===== src/rtl/stage4_mem.sv =====
// Memory stage: drives a variable-latency data-memory handshake and holds the MEM/WB
// pipeline register, stalling upstream while an access is outstanding.
module stage4_mem #(
   parameter int unsigned TIMEOUT = 15
) (
   input  logic        clk_i,
   input  logic        rst_i,
   input  logic        RegWrite_i,
   input  logic        MemtoReg_i,
   input  logic        Memory_write_i,
   input  logic        Memory_read_i,
   input  logic [31:0] Data1_i,
   input  logic [31:0] mux7_output_data_i,
   input  logic [4:0]  RDaddr_i,
   output logic        mem_req_o,
   output logic        mem_we_o,
   output logic [31:0] mem_addr_o,
   output logic [31:0] mem_wdata_o,
   input  logic        mem_ack_i,
   input  logic [31:0] mem_rdata_i,
   output logic        stall_o,
   output logic        RegWrite_o,
   output logic        MemtoReg_o,
   output logic [31:0] ReadData_o,
   output logic [31:0] ALUResult_o,
   output logic [4:0]  RDaddr_o,
   output logic        err_o
);

   localparam logic [7:0] CntLast = 8'(TIMEOUT - 1);

   typedef enum logic [0:0] {StIdle, StWait} state_e;

   state_e      state_q, state_d;
   logic [7:0]  cnt_q, cnt_d;
   logic        regwrite_q, regwrite_d;
   logic        memtoreg_q, memtoreg_d;
   logic [31:0] readdata_q, readdata_d;
   logic [31:0] aluresult_q, aluresult_d;
   logic [4:0]  rdaddr_q, rdaddr_d;
   logic        err_q, err_d;

   logic access, aligned, misalign, timeout, load_ack, store_acc;

   assign access    = Memory_read_i | Memory_write_i;
   assign aligned   = (Data1_i[1:0] == 2'b00);
   assign misalign  = access & ~aligned;
   assign store_acc = Memory_write_i;

   // State register
   always_ff @(posedge clk_i or negedge rst_i) begin
      if (!rst_i) begin
         state_q <= StIdle;
         cnt_q   <= 8'd0;
      end else begin
         state_q <= state_d;
         cnt_q   <= cnt_d;
      end
   end

   // Next-state logic
   always_comb begin
      state_d = state_q;
      cnt_d   = cnt_q;
      unique case (state_q)
         StIdle: begin
            if (access && aligned && !mem_ack_i) begin
               state_d = StWait;
               cnt_d   = 8'd0;
            end
         end
         StWait: begin
            if (mem_ack_i || timeout) begin
               state_d = StIdle;
            end else begin
               cnt_d = cnt_q + 8'd1;
            end
         end
         default: state_d = StIdle;
      endcase
   end

   // Handshake outputs; reset forces the request low even with live inputs.
   always_comb begin
      mem_req_o   = 1'b0;
      timeout     = 1'b0;
      if (rst_i) begin
         unique case (state_q)
            StIdle: mem_req_o = access & aligned;
            StWait: begin
               mem_req_o = 1'b1;
               timeout   = ~mem_ack_i & (cnt_q == CntLast);
            end
            default: mem_req_o = 1'b0;
         endcase
      end
      mem_we_o    = mem_req_o & Memory_write_i;
      mem_addr_o  = Data1_i;
      mem_wdata_o = mux7_output_data_i;
      stall_o     = mem_req_o & ~mem_ack_i & ~timeout;
      load_ack    = mem_req_o & mem_ack_i & ~Memory_write_i;
   end

   // MEM/WB next state
   always_comb begin
      regwrite_d  = regwrite_q;
      memtoreg_d  = memtoreg_q;
      readdata_d  = readdata_q;
      aluresult_d = aluresult_q;
      rdaddr_d    = rdaddr_q;
      err_d       = err_q | timeout | misalign;
      if (stall_o) begin
         regwrite_d = 1'b0;
         memtoreg_d = 1'b0;
      end else begin
         regwrite_d  = RegWrite_i & ~timeout & ~misalign;
         memtoreg_d  = MemtoReg_i;
         aluresult_d = Data1_i;
         rdaddr_d    = RDaddr_i;
         if (timeout || misalign || (access && store_acc)) begin
            readdata_d = 32'd0;
         end else if (load_ack) begin
            readdata_d = mem_rdata_i;
         end
      end
   end

   always_ff @(posedge clk_i or negedge rst_i) begin
      if (!rst_i) begin
         regwrite_q  <= 1'b0;
         memtoreg_q  <= 1'b0;
         readdata_q  <= 32'd0;
         aluresult_q <= 32'd0;
         rdaddr_q    <= 5'd0;
         err_q       <= 1'b0;
      end else begin
         regwrite_q  <= regwrite_d;
         memtoreg_q  <= memtoreg_d;
         readdata_q  <= readdata_d;
         aluresult_q <= aluresult_d;
         rdaddr_q    <= rdaddr_d;
         err_q       <= err_d;
      end
   end

   assign RegWrite_o  = regwrite_q;
   assign MemtoReg_o  = memtoreg_q;
   assign ReadData_o  = readdata_q;
   assign ALUResult_o = aluresult_q;
   assign RDaddr_o    = rdaddr_q;
   assign err_o       = err_q;

endmodule


===== config.mk =====
export PLATFORM = sky130hd
export DESIGN_NAME = stage4_mem
export DESIGN_NICKNAME = d
export VERILOG_FILES = /design/src/rtl/stage4_mem.sv
export SDC_FILE = /design/constraint.sdc
export NUM_CORES = 1
export LEC_CHECK = 0
export CORE_ASPECT_RATIO = 1.4
export CORE_UTILIZATION = 36
export CTS_CLUSTER_DIAMETER = 80
export CTS_CLUSTER_SIZE = 8
export DETAILED_ROUTE_END_ITERATION = 8
export PLACE_DENSITY = 0.81
export RECOVER_POWER = 100
export REMOVE_ABC_BUFFERS = 1
export SLEW_MARGIN = 0
export SYNTH_ARGS = -nofsm -noshare
export SYNTH_HDL_FRONTEND = slang
export SYNTH_SLANG_ARGS = --single-unit

===== constraint.sdc =====
create_clock -name clk_i -period 2.1 [get_ports clk_i]
set_input_delay 0.42 -clock clk_i [delete_from_list [all_inputs] [get_ports clk_i]]
set_output_delay 0.42 -clock clk_i [all_outputs]
set_load 0.05 [all_outputs]

==> impl_metrics.env, run 1 <==
export IMPL_run_status="finished, violations left"
export IMPL_violations="capacitance limit, slew limit"
export IMPL_drive_gt1_frac=0.180
export IMPL_nets=544
export IMPL_stdcell_count=573
export IMPL_p_leak_uw=0.00267
export IMPL_worstMarginPinSlew_ns=1.66
export IMPL_synth_area_sq_um=3750
export IMPL_intPower_uw=3000
export IMPL_placed_cell_area_sq_um=5750
export IMPL_slew_headroom=-0.105
export IMPL_vias=2919
export IMPL_cts_hold_buffers=0
export IMPL_rsz0062_at_grt="false"
export IMPL_fin_area_sq_um=5990
export IMPL_grt_pass1_vias=3110
export IMPL_drc=0
export IMPL_cts_buffers=9
export IMPL_p_sw_frac=0.296
export IMPL_fp_row_count=43
export IMPL_first_pass_iters=5
export IMPL_n_antenna_cell=0
export IMPL_dp_worst_setup_slack_ns=-0.395
export IMPL_yosys_warnings=0
export IMPL_regArea_sq_um=2030
export IMPL_area_growth_pct=59.8
export IMPL_cap_violations=2
export IMPL_io_buffers=182
export IMPL_critPathArrivalTime_ns=1.60
export IMPL_die_h_um=123
export IMPL_max_freq_ghz=0.495
export IMPL_syn_inst=293
export IMPL_clock_latency_ns=0.32
export IMPL_start_util=0.375
export IMPL_pwr_share_comb=0.243
export IMPL_setup_viol=0
export IMPL_p_total_uw=4250
export IMPL_cp_max_fo=5
export IMPL_slew_violations=62
export IMPL_crit_type="reg2out"
export IMPL_synth_avg_cell_area_sq_um=12.8
export IMPL_cts_tree="built"
export IMPL_core_area_sq_um=10000
export IMPL_path_clk_slew_ns=0.06
export IMPL_fillCellCount=811
export IMPL_power_share_clock=0.350
export IMPL_r2r_start="cnt_q[4]"
export IMPL_multi_input_area_sq_um=1160
export IMPL_fin_worst_skew_ns=0.00415
export IMPL_cp_end_kind="output pin"
export IMPL_required_ns=1.68
export IMPL_ioPinCount=247
export IMPL_grt_antenna_before_repair=0
export IMPL_die_x_um=88.3
export IMPL_cts_path_max_buffers=2
export IMPL_htreeDepth=3
export IMPL_vdd_drop_max_v=0.000474
export IMPL_clock_sinks=81
export IMPL_wire_per_inst_um=19.1
export IMPL_clockRootBuffer="clkbuf_16"
export IMPL_startpoint_type="flip-flop"
export IMPL_min_period_ns=2.02
export IMPL_die_area_sq_um=10800
export IMPL_p_switching_uw=1260
export IMPL_hold_viol_final=0
export IMPL_drtIter0Drc=137
export IMPL_grt_use_total=0.207
export IMPL_grt_max_degree=33
export IMPL_synth_seq_cells=81
export IMPL_dp_cells=555
export IMPL_worst_r2r_path_depth=7
export IMPL_place_gp_congestion=0.789
export IMPL_finalCritPeriodShare=0.961
export IMPL_dpl_hpwl_um=8510
export IMPL_viasPerCell=5.09
export IMPL_ys_types=37
export IMPL_grt_pass1_wl_um=16600
export IMPL_overflow=0
export IMPL_reg2reg_to="ALUResult_o[20]"
export IMPL_regToRegSetupSlack_ns=0.09
export IMPL_p_per_area_nw_per_um2=709
export IMPL_routed_wl_um=11000
export IMPL_worst_slack_ns=0.0810
export IMPL_ys_seq_area_frac=0.540
export IMPL_ant_nets=0
export IMPL_hold_class="in2async"
export IMPL_pwr_share_seq=0.407
sequential cells by signal (all words and copies together) (netlist names):
name	cells
RegWrite_o	1
state_q	1
ALUResult_o	32
ReadData_o	32
cnt_q	8
MemtoReg_o	1
RDaddr_o	5
err_o	1
cells by family (layout without fill, tap and decap cells):
kind of cell / after synthesis / after routing / synth area share
AO/OA/AOI/OAI: 53 / 53 / 0.122
adder cells (fa/ha/maj): 2 / 2 / 0.00667
buffers and inverters: 84 / 229 / 0.152
multiplexers: 38 / 38 / 0.114
AND/OR/NAND/NOR: 35 / 35 / 0.0644
flip-flops: 81 / 81 / 0.540
per-stage QoR:
stage | TNS, ns | hold slack, ns | utilization
global placement | -14.42 | 0.459 | 0.575
finish | 0 | 0.141 | 0.599
global route | 0 | 0.159 | 0.599
detailed placement | -18.86 | 0.472 | 0.575
CTS | 0 | 0.148 | 0.605
floorplan | -29.78 | 0.124 | -
per-layer routing:
metal / share of wire / track usage / up-vias
li1: - / - / 1304
met1: 0.37 / 0.242 / 1453
met2: 0.51 / 0.325 / 147
met3: 0.10 / 0.101 / 13
met4: 0.014 / 0.0706 / 2
met5: 0.0047 / 0.0455 / -
power by group through the flow:
stage / Sequential (uW) / Clock (uW) / Combinational, uW
global route: 1750 / 1590 / 1090
finish: 1730 / 1490 / 1030
global placement: 1750 / 0 / 1070
floorplan: 1970 / 0 / 166
detailed placement: 1760 / 0 / 1090
CTS: 1730 / 1530 / 1090
Yosys cell counts, drive strengths merged:
cell	count	area share
clkbuf	7	0.0070
nor2	3	0.0037
nand4	2	0.0033
a21o	1	0.0020
or4	6	0.012
and4bb	2	0.0067
mux2i	1	0.0027
and4	1	0.0023
and2	2	0.0033
o22ai	1	0.0017
o21ai	1	0.0013
buf	73	0.14
nand3b	2	0.0040
nand3	2	0.0027
o32ai	1	0.0043
nor3	3	0.0053
nand2b	1	0.0017
or2	1	0.0017
nand4b	3	0.0070
and2b	1	0.0020
a32o	32	0.085
nand2	4	0.0040
ha	2	0.0067
and3	2	0.0047
inv	4	0.0040
o31ai	6	0.012
mux2	37	0.11
dfrtp	81	0.54
a21oi	11	0.016
layout by cell type (no fill, tap or decap), types with 3 or more instances in the layout:
master / count
buf_12: 34
clkbuf_16: 9
nand2_1: 4
a32o_1: 32
inv_1: 3
dfrtp_1: 79
buf_4: 15
dlygate4sd2_1: 4
buf_6: 3
nand4b_1: 3
clkbuf_1: 7
clkdlybuf4s50_1: 39
o31ai_1: 6
dlygate4sd3_1: 102
or4_1: 6
clkinv_2: 3
a21oi_1: 11
clkbuf_2: 4
mux2_1: 37
repair_timing:
item / in CTS / in global routing
gates resized for setup: 7 / 4
pin swaps: 2 / 2
endpoints found under the setup margin: 35 / 3
buffers inserted: 2 / 1
worst max-delay path by stage:
stage / from / endpoint / depth (start not counted)
2_1_floorplan: Data1_i[1] / stall_o / 4
3_3_place_gp: Data1_i[1] / ReadData_o[19] / 5
3_5_place_dp: Data1_i[1] / ReadData_o[22] / 5
4_1_cts: Memory_write_i / stall_o / 7
5_1_grt: cnt_q[5] / ALUResult_o[4] / 7
6_report: cnt_q[4] / stall_o / 6
worst max-delay path, stage by stage (launching register included):
cell	delay, ns
dfrtp_2	0.43
and4bb_2	0.33
nand4_1	0.10
nand4b_1	0.12
buf_6	0.12
inv_2	0.04
buf_12	0.14
area by class of cell:
class                           instances  area share
Timing Repair Buffer                  210       0.391
Inverter                                4     0.00250
Multi-Input combinational cell        128       0.194
Clock buffer                           11      0.0388
Sequential cell                        81       0.339
Tap cell                              135      0.0282
Clock inverter                          4     0.00751
Power figures use the tool's default switching activity.
==> run 2, diff against run 1 <==
--- a/config.mk
+++ b/config.mk
@@ -8,7 +8,7 @@
 export CORE_ASPECT_RATIO = 1.4
 export CORE_UTILIZATION = 36
 export CTS_CLUSTER_DIAMETER = 80
-export CTS_CLUSTER_SIZE = 8
+export CTS_CLUSTER_SIZE = 28
 export DETAILED_ROUTE_END_ITERATION = 8
 export PLACE_DENSITY = 0.81
 export RECOVER_POWER = 100
==> results of run 2 <==
Final layout, timing and power as in run 1 (identical DEF).
==> run 3, diff against run 2 <==
--- a/config.mk
+++ b/config.mk
@@ -6,11 +6,12 @@
 export NUM_CORES = 1
 export LEC_CHECK = 0
 export CORE_ASPECT_RATIO = 1.4
-export CORE_UTILIZATION = 36
+export CORE_UTILIZATION = 37
+export CTS_BUF_LIST = sky130_fd_sc_hd__clkbuf_2
 export CTS_CLUSTER_DIAMETER = 80
 export CTS_CLUSTER_SIZE = 28
 export DETAILED_ROUTE_END_ITERATION = 8
-export PLACE_DENSITY = 0.81
+export PLACE_DENSITY = 0.83
 export RECOVER_POWER = 100
 export REMOVE_ABC_BUFFERS = 1
 export SLEW_MARGIN = 0
==> constraint.sdc (replaced) <==
create_clock -name clk_i -period 2.2 [get_ports clk_i]
set_input_delay 0.44 -clock clk_i [delete_from_list [all_inputs] [get_ports clk_i]]
set_output_delay 0.44 -clock clk_i [all_outputs]
set_load 0.05 [all_outputs]
==> run 3 against run 2 <==
The run ends with setup timing left. Die area is 2.7% lower. Largest power group unchanged. Highest routed layer unchanged. Combinational power is 5% higher. Largest cell class unchanged. Register-to-register slack better by 0.05 ns.
==> impl_metrics.env, run 3 (synthesis results as in run 1) <==
export IMPL_dp_cells=552
export IMPL_drive_gt1_frac=0.207
export IMPL_r2r_start="state_q"
export IMPL_hold_viol_final=0
export IMPL_regToRegSetupSlack_ns=0.14
export IMPL_start_util=0.379
export IMPL_place_gp_congestion=0.769
export IMPL_worst_r2r_path_depth=5
export IMPL_crit_buf_inv=3
export IMPL_setup_viol=18
export IMPL_required_ns=1.76
export IMPL_cp_top_family="buffers and inverters"
export IMPL_max_freq_ghz=0.439
export IMPL_fp_row_count=43
export IMPL_p_total_uw=3480
export IMPL_clock_latency_ns=0.52
export IMPL_drtIter0Drc=111
export IMPL_cpPeakStageDelay_ns=0.60
export IMPL_htreeDepth=3
export IMPL_final_common_cell="dfrtp_1"
export IMPL_worst_slack_ns=-0.0779
export IMPL_dpl_hpwl_um=8340
export IMPL_routed_wl_um=11400
export IMPL_reg2reg_to="ReadData_o[22]"
export IMPL_cts_tree="built"
export IMPL_cts_buffers=9
export IMPL_cp_slowest_cell="dlygate4sd3_1"
export IMPL_violations="setup timing"
export IMPL_wire_per_inst_um=19.3
export IMPL_core_area_sq_um=9900
export IMPL_die_area_sq_um=10600
export IMPL_worstMarginPinSlew_ns=1.16
export IMPL_ioPinCount=247
export IMPL_p_per_area_nw_per_um2=588
export IMPL_area_growth_pct=57.7
export IMPL_grt_pass1_wl_um=17000
export IMPL_clockRootBuffer="clkbuf_2"
export IMPL_grt_antenna_before_repair=0
export IMPL_cts_path_max_buffers=2
export IMPL_vias=3055
export IMPL_slew_violations=0
export IMPL_slew_headroom=0.226
export IMPL_cp_max_fo=6
export IMPL_grt_pass1_vias=3134
export IMPL_n_antenna_cell=0
export IMPL_worstPathCellList="dlygate4sd3_1 > nor2_4 > a21oi_1 > buf_6 > nor2_1 > buf_4"
export IMPL_viasPerCell=5.19
export IMPL_cp_end_kind="output pin"
export IMPL_overflow=0
export IMPL_drc=0
export IMPL_crit_type="in2out"
export IMPL_nets=559
export IMPL_startpoint_type="primary input"
export IMPL_p_leak_uw=0.00280
export IMPL_stdcell_count=589
export IMPL_die_x_um=87.1
export IMPL_fin_worst_skew_ns=0.0300
export IMPL_layout_common_cells="80 x dfrtp_1, 71 x dlygate4sd2_1, 42 x clkdlybuf4s50_1"
export IMPL_hold_class="in2async"
export IMPL_die_h_um=121
export IMPL_run_status="finished, violations left"
export IMPL_min_period_ns=2.28
export IMPL_io_buffers=182
export IMPL_clock_sinks=81
export IMPL_cap_violations=0
export IMPL_grt_max_degree=33
export IMPL_finalCritPeriodShare=1.04
export IMPL_rsz0062_at_grt="true"
export IMPL_vdd_drop_max_v=0.000421
export IMPL_first_pass_iters=4
export IMPL_grt_use_total=0.220
export IMPL_ant_nets=0
export IMPL_critPathArrivalTime_ns=1.84
export IMPL_path_clk_slew_ns=0.21
==> run 3: routing by layer <==
layer | vias up | global-route usage | share of wire | wire length [um]
li1 | 1333 | - | - | -
met1 | 1528 | 0.253 | 0.37 | 4160
met2 | 168 | 0.343 | 0.51 | 5820
met3 | 24 | 0.100 | 0.097 | 1100
met4 | 2 | 0.100 | 0.023 | 258
met5 | - | 0.0481 | 0.0035 | 40
==> run 3: cell type report <==
class | instances | area, sq um
fillers | 854 | 3980
repair buffers | 225 | 2420
flip-flops and latches | 81 | 2030
multi-input cells | 128 | 1170
well taps | 135 | 169
clock inverters | 5 | 56.3
clock buffers | 11 | 55.1
inverters | 4 | 17.5
==> run 3: what timing repair did <==
| action | CTS | global route |
|---|---|---|
| hold buffers | 6 | 0 |
| resized for setup | 77 | 4 |
| setup endpoints to repair | 73 | 4 |
| endpoints found under the hold margin | 55 | 0 |
| setup buffers | 7 | 8 |
| pin swaps | 4 | 3 |
==> run 3: power by group <==
part / total (uW) / internal, uW / switching (uW)
logic: 1080 / 452 / 623
clock network: 775 / 270 / 505
registers: 1630 / 1580 / 50.1
total: 3480 / 2300 / 1180
==> run 3: how the worst max path moves through the flow <==
stage	startpoint	end	slack, ns	cells past startpoint
after floorplan	Data1_i[1]	stall_o	-0.85	4
after global routing	Data1_i[0]	mem_req_o	-0.19	6
after global placement	Memory_read_i	ReadData_o[7]	-0.23	5
after CTS	cnt_q[5]	stall_o	-0.11	6
after detailed placement	Data1_i[1]	ReadData_o[14]	-0.37	5
final	Data1_i[0]	mem_req_o	-0.08	6
==> run 3: metrics by stage <==
stage | utilization | instance area [sq um] | TNS [ns] | hold WS (ns) | setup slack (ns)
floorplan | - | 3190 | -24.27 | 0.144 | -0.854
global placement | 0.577 | 5720 | -10.03 | 0.262 | -0.235
detailed placement | 0.577 | 5720 | -13.88 | 0.261 | -0.372
CTS | 0.596 | 5900 | -0.106 | 0.164 | -0.106
global route | 0.598 | 5920 | -2.20 | 0.182 | -0.186
finish | 0.598 | 5920 | -0.424 | 0.237 | -0.0779
==> RTL edit 1 (settings of run 2) <==
Change the parameter `TIMEOUT` from 15 to 14.
--- a/src/rtl/stage4_mem.sv
+++ b/src/rtl/stage4_mem.sv
@@ -1,7 +1,7 @@
 // Memory stage: drives a variable-latency data-memory handshake and holds the MEM/WB
 // pipeline register, stalling upstream while an access is outstanding.
 module stage4_mem #(
-   parameter int unsigned TIMEOUT = 15
+   parameter int unsigned TIMEOUT = 14
 ) (
    input  logic        clk_i,
    input  logic        rst_i,
Function: same outputs for any inputs over 4 cycles, from zero or initial values and one cycle with rst_i low; that may be too few to reach the edited logic, so the function may still have changed.
==> RTL edit 1 against run 2 <==
  * The flow finishes with violations (negative setup slack)
  * Register-to-register slack worse by 0.28 ns
  * Total power up 1.5%
  * Worst setup slack worse by 0.30 ns
  * Final area up 13%
  * Wire length up 27%
  * Area after synthesis up 11%
  * Clock power down 3%
  * Sequential cell count unchanged
==> RTL edit 1: results (changes against run 2) <==
Setup-failing EPs final: 61 (+61)
Reg clk slew, reported paths: 0.06 ns (about the same)
Synth top cells by count: dfrtp_1, buf_4, inv_1, mux2_2
Avg WL per Cell: 20.8 um (+8.9%)
Critical Path AT: 1.90 ns (+0.30 ns)
Clk buf depth: 2 (unchanged)
Initial antenna violation count: 0 (unchanged)
Syn_area_per_cell: 11.4 um2 (-11%)
Reg2reg path depth: 8 (+1)
Final Instance Count excl. Fillers: 667 (+16%)
Area contributors post-synth: dfrtp_1, buf_4, mux2_2
TNS Setup: -6.97 ns (-6.97 ns)
VDD IR-drop max: 0.000506 V (+6.6%)
Share of flip-flops with an asynchronous set or reset: 100% (unchanged)
WHS: 0.0710 ns (-0.0702 ns)
Pleak: 2.93 nW (+9.7%)
Drt pass-1 iters: 4 (-1)
H-tree depth: 3 (unchanged)
Via density: 5.17 (+1.6%)
Total Routing Usage GR: 22.8% (+2.1 points)
Clk root buf: clkbuf_16
RePlAce Congestion: 0.866 (+9.7%)
Pre-CTS setup slack: -0.323 ns (+0.0716 ns)
Via count of the first global-routing pass: 3537 (+14%)
DRT iter0 DRCs: 173 (+26%)
Slew margin rel.: 1.60% (+12 points)
Count of cell types in the netlist: 33 (-11%)
Worst hold-check path type: in2async
Reg2reg setup slack: -0.19 ns (-0.28 ns)
Layout cells sized above 1: 28.5% (+10 points)
Worst r2r dst: ReadData_o[24]
Final Skew: 0.00736 ns (+0.00321 ns)
DP Wirelength: 9810 um (+15%)
TritonCTS buffer count: 9 (unchanged)
Post-route worst setup slack: -0.223 ns (-0.304 ns)
CP Max Fanout: 5 (unchanged)
Clk_lat worst skew: 0.32 ns (about the same)
Largest net degree at the start of global routing: 66 (+100%)
FF-to-FF Start: cnt_q[5]
Sequential-to-total area share from yosys stat: 48.5% (-5.5 points)
Status: finished with violations
Failing checks: negative setup slack
Area after DPL: 6170 um2 (+7.3%)
Nets@finish: 628 (+15%)
First-pass GRT wire length: 20200 um (+22%)
## RTL edit 1: layout make-up
type,count,area [um2]
fill,884,4560
timing repair buffer,224,2630
sequential,81,2030
multi-input combinational,159,1460
clock buffer,12,246
tap,144,180
inverter,40,163
timing repair inverter,3,37.5
clock inverter,4,28.8
## RTL edit 1: worst max path at each step
stage | startpoint | end | cells after the start
3_5_place_dp | mem_ack_i | ALUResult_o[31] | 7
6_report | cnt_q[5] | stall_o | 5
2_1_floorplan | rst_i | ReadData_o[0] | 3
4_1_cts | cnt_q[7] | stall_o | 5
3_3_place_gp | mem_ack_i | ALUResult_o[17] | 7
5_1_grt | cnt_q[5] | stall_o | 5
## RTL edit 1: routing by layer
layer	GRT usage (%)	share of wire, %
met1	27.5	38
met2	34.9	49
met3	11.2	11
met4	8.33	2.0
met5	3.75	0.45
## RTL edit 1: report_power, final
part | leakage, nW | total (mW) | switching, mW | internal [mW]
Sequential | 1.03 | 1.70 | 0.0524 | 1.65
Clock | 0.129 | 1.44 | 0.605 | 0.834
Combinational | 1.77 | 1.18 | 0.672 | 0.505
## RTL edit 1: cell families after synthesis
group	count (synthesis)	share of synthesized area [%]
buf+inv	126	18.6
flops	81	48.5
compound gates	73	15.5
mux	43	11.4
simple gates	41	5.36
fa+ha+maj	2	0.599
## RTL edit 1: timing repair
action | in CTS | in global routing
cloned | 5 | 2
setup endpoints to repair | 70 | 39
resized for setup | 20 | 19
setup buffers | 12 | 4
pin swaps | 2 | 15
## RTL edit 1: critical path: stages (launching register included)
cell,delay (ns)
dfrtp_1,0.37
or4_4,0.56
o31a_4,0.31
nand3_4,0.13
inv_12,0.05
buf_12,0.14
==> RTL edit 2 (flow settings as in run 2) <==
Without the edit above. Register the output `err_o` once more, with the module's reset; this adds one clock of latency there. The other outputs are not delayed to match.
--- a/src/rtl/stage4_mem.sv
+++ b/src/rtl/stage4_mem.sv
@@ -148,7 +148,13 @@
    assign ReadData_o  = readdata_q;
    assign ALUResult_o = aluresult_q;
    assign RDaddr_o    = rdaddr_q;
-   assign err_o       = err_q;
+   always_ff @(posedge clk_i or negedge rst_i) begin
+      if (!rst_i) begin
+         err_o <= '0;
+      end else begin
+         err_o <= err_q;
+      end
+   end
 
 endmodule
 
Behaviour: not the same (a bounded check fails within 4 cycles, from zero or initial values and one cycle with rst_i low).
==> RTL edit 2 against run 2 <==
  * Cell count decreased by 0.87%
  * Wire length increased by 8.5%
  * Global-route usage up 1.8 points
  * Maximum frequency about the same
  * Sequential share of layout area grew 0.18 points
  * Area after synthesis up 0.67%
  * Sequential cell count increased by 1
  * Synthesized cell count grew 0.34%
  * Total power is essentially flat
  * Final area grew 0.56%
  * Worst setup slack worse by 0.0015 ns
  * Largest power group unchanged
==> RTL edit 2: results (changes against run 2) <==
Reg2reg path depth: 6 (-1)
WHS: 0.319 ns (+0.177 ns)
M1 GR Usage: 23.1% (-1.1 points)
# port buffers: 182 (unchanged)
Slowest stage cell, crit path: dlygate4sd3_1
DP Wirelength: 8930 um (+4.9%)
Number of flip-flops and latches: 82 (+1.2%)
Top routing layer in use: met4
Filler cell count: 791 (-2.5%)
Buffering overhead: 38.1% (-0.92 points)
Via count of the first global-routing pass: 3195 (+2.7%)
Fraction of area in registers: 34.0% (+0.18 points)
Multi-input comb cells: 129 (+0.78%)
Slew margin rel.: 10.2% (+21 points)
Wire length on met1: 4080 um (about the same)
Metal3 WL: 1450 um (+28%)
CP Max Fanout: 1 (-4)
Cts repair resizes: 11 (+4)
Clk buf depth: 2 (unchanged)
Multi-input combinational area share: 20.1% (+0.74 points)
Reg clk slew, reported paths: 0.06 ns (about the same)
Reg2reg setup slack: 0.15 ns (+0.06 ns)
Clock buffer count: 12 (+1)
Pleak: 2.65 nW (-0.87%)
RePlAce Congestion: 0.737 (-6.6%)
VDD IR-drop max: 0.000422 V (-11%)
Clock-cell share of area: 4.65% (+0.016 points)
Register area: 2050 um2 (+1.1%)
Drt pass-1 iters: 4 (-1)
Syn_area_per_cell: 12.8 um2 (+0.32%)
Vias: 2983 (+2.2%)
Switch Pwr: 1.29 mW (+2.2%)
Synth top cells by count: dfrtp_1, buf_4, mux2_1, a32o_1, a21oi_1
Final Skew: 0.00680 ns (+0.00265 ns)
Met2 usage: 38.0% (+5.6 points)
First-pass GRT wire length: 17800 um (+7.4%)
Via density: 5.25 (+3.1%)
Status: finished, final reports clean
Worst r2r dst: ALUResult_o[26]
Max incr delay on CP: 0.94 ns (+0.51 ns)
Die Area: 10900 um2 (+0.66%)
Largest net degree at the start of global routing: 57 (+73%)
Met3 usage: 10.7% (+0.66 points)
Repair and plain buffers: 203 (-3.3%)
Total Routing Usage GR: 22.5% (+1.8 points)
Worst hold-check path type: in2async
DRT iter0 DRCs: 135 (-1.5%)
Area after DPL: 5710 um2 (-0.78%)
CP delay by family, top: buffers and inverters
Final WL: 11900 um (+8.5%)
Nets@finish: 539 (-0.92%)
Int Power: 2.96 mW (-1.0%)
Post-CTS Setup Bufs: 5 (+3)
Area contributors post-synth: dfrtp_1, buf_4, mux2_1
==> RTL edit 2: worst max-delay path by stage <==
stage                endpoint        from  depth (start not counted)
2_1_floorplan         stall_o  Data1_i[1]                          4
3_3_place_gp   ReadData_o[19]  Data1_i[0]                          5
3_5_place_dp   ReadData_o[21]  Data1_i[0]                          5
4_1_cts               stall_o   mem_ack_i                          6
5_1_grt               stall_o    cnt_q[4]                          5
6_report                err_o       err_o                          1
==> RTL edit 2: cell families after synthesis <==
| family | after synthesis | share of synthesized area (%) |
|---|---|---|
| AOI/OAI and AO/OA | 53 | 12.2 |
| adders and majority gates | 2 | 0.663 |
| buffers and inverters | 84 | 15.1 |
| DFF | 82 | 54.3 |
| muxes | 38 | 11.3 |
| and+or+nand+nor | 35 | 6.40 |
==> RTL edit 2: per-stage QoR <==
step | worst slack (ns) | TNS [ns]
finish | 0.0795 | 0
global route | 0.0120 | 0
CTS | 0.0374 | 0
detailed placement | -0.508 | -27.11
global placement | -0.408 | -21.33
floorplan | -0.914 | -29.78
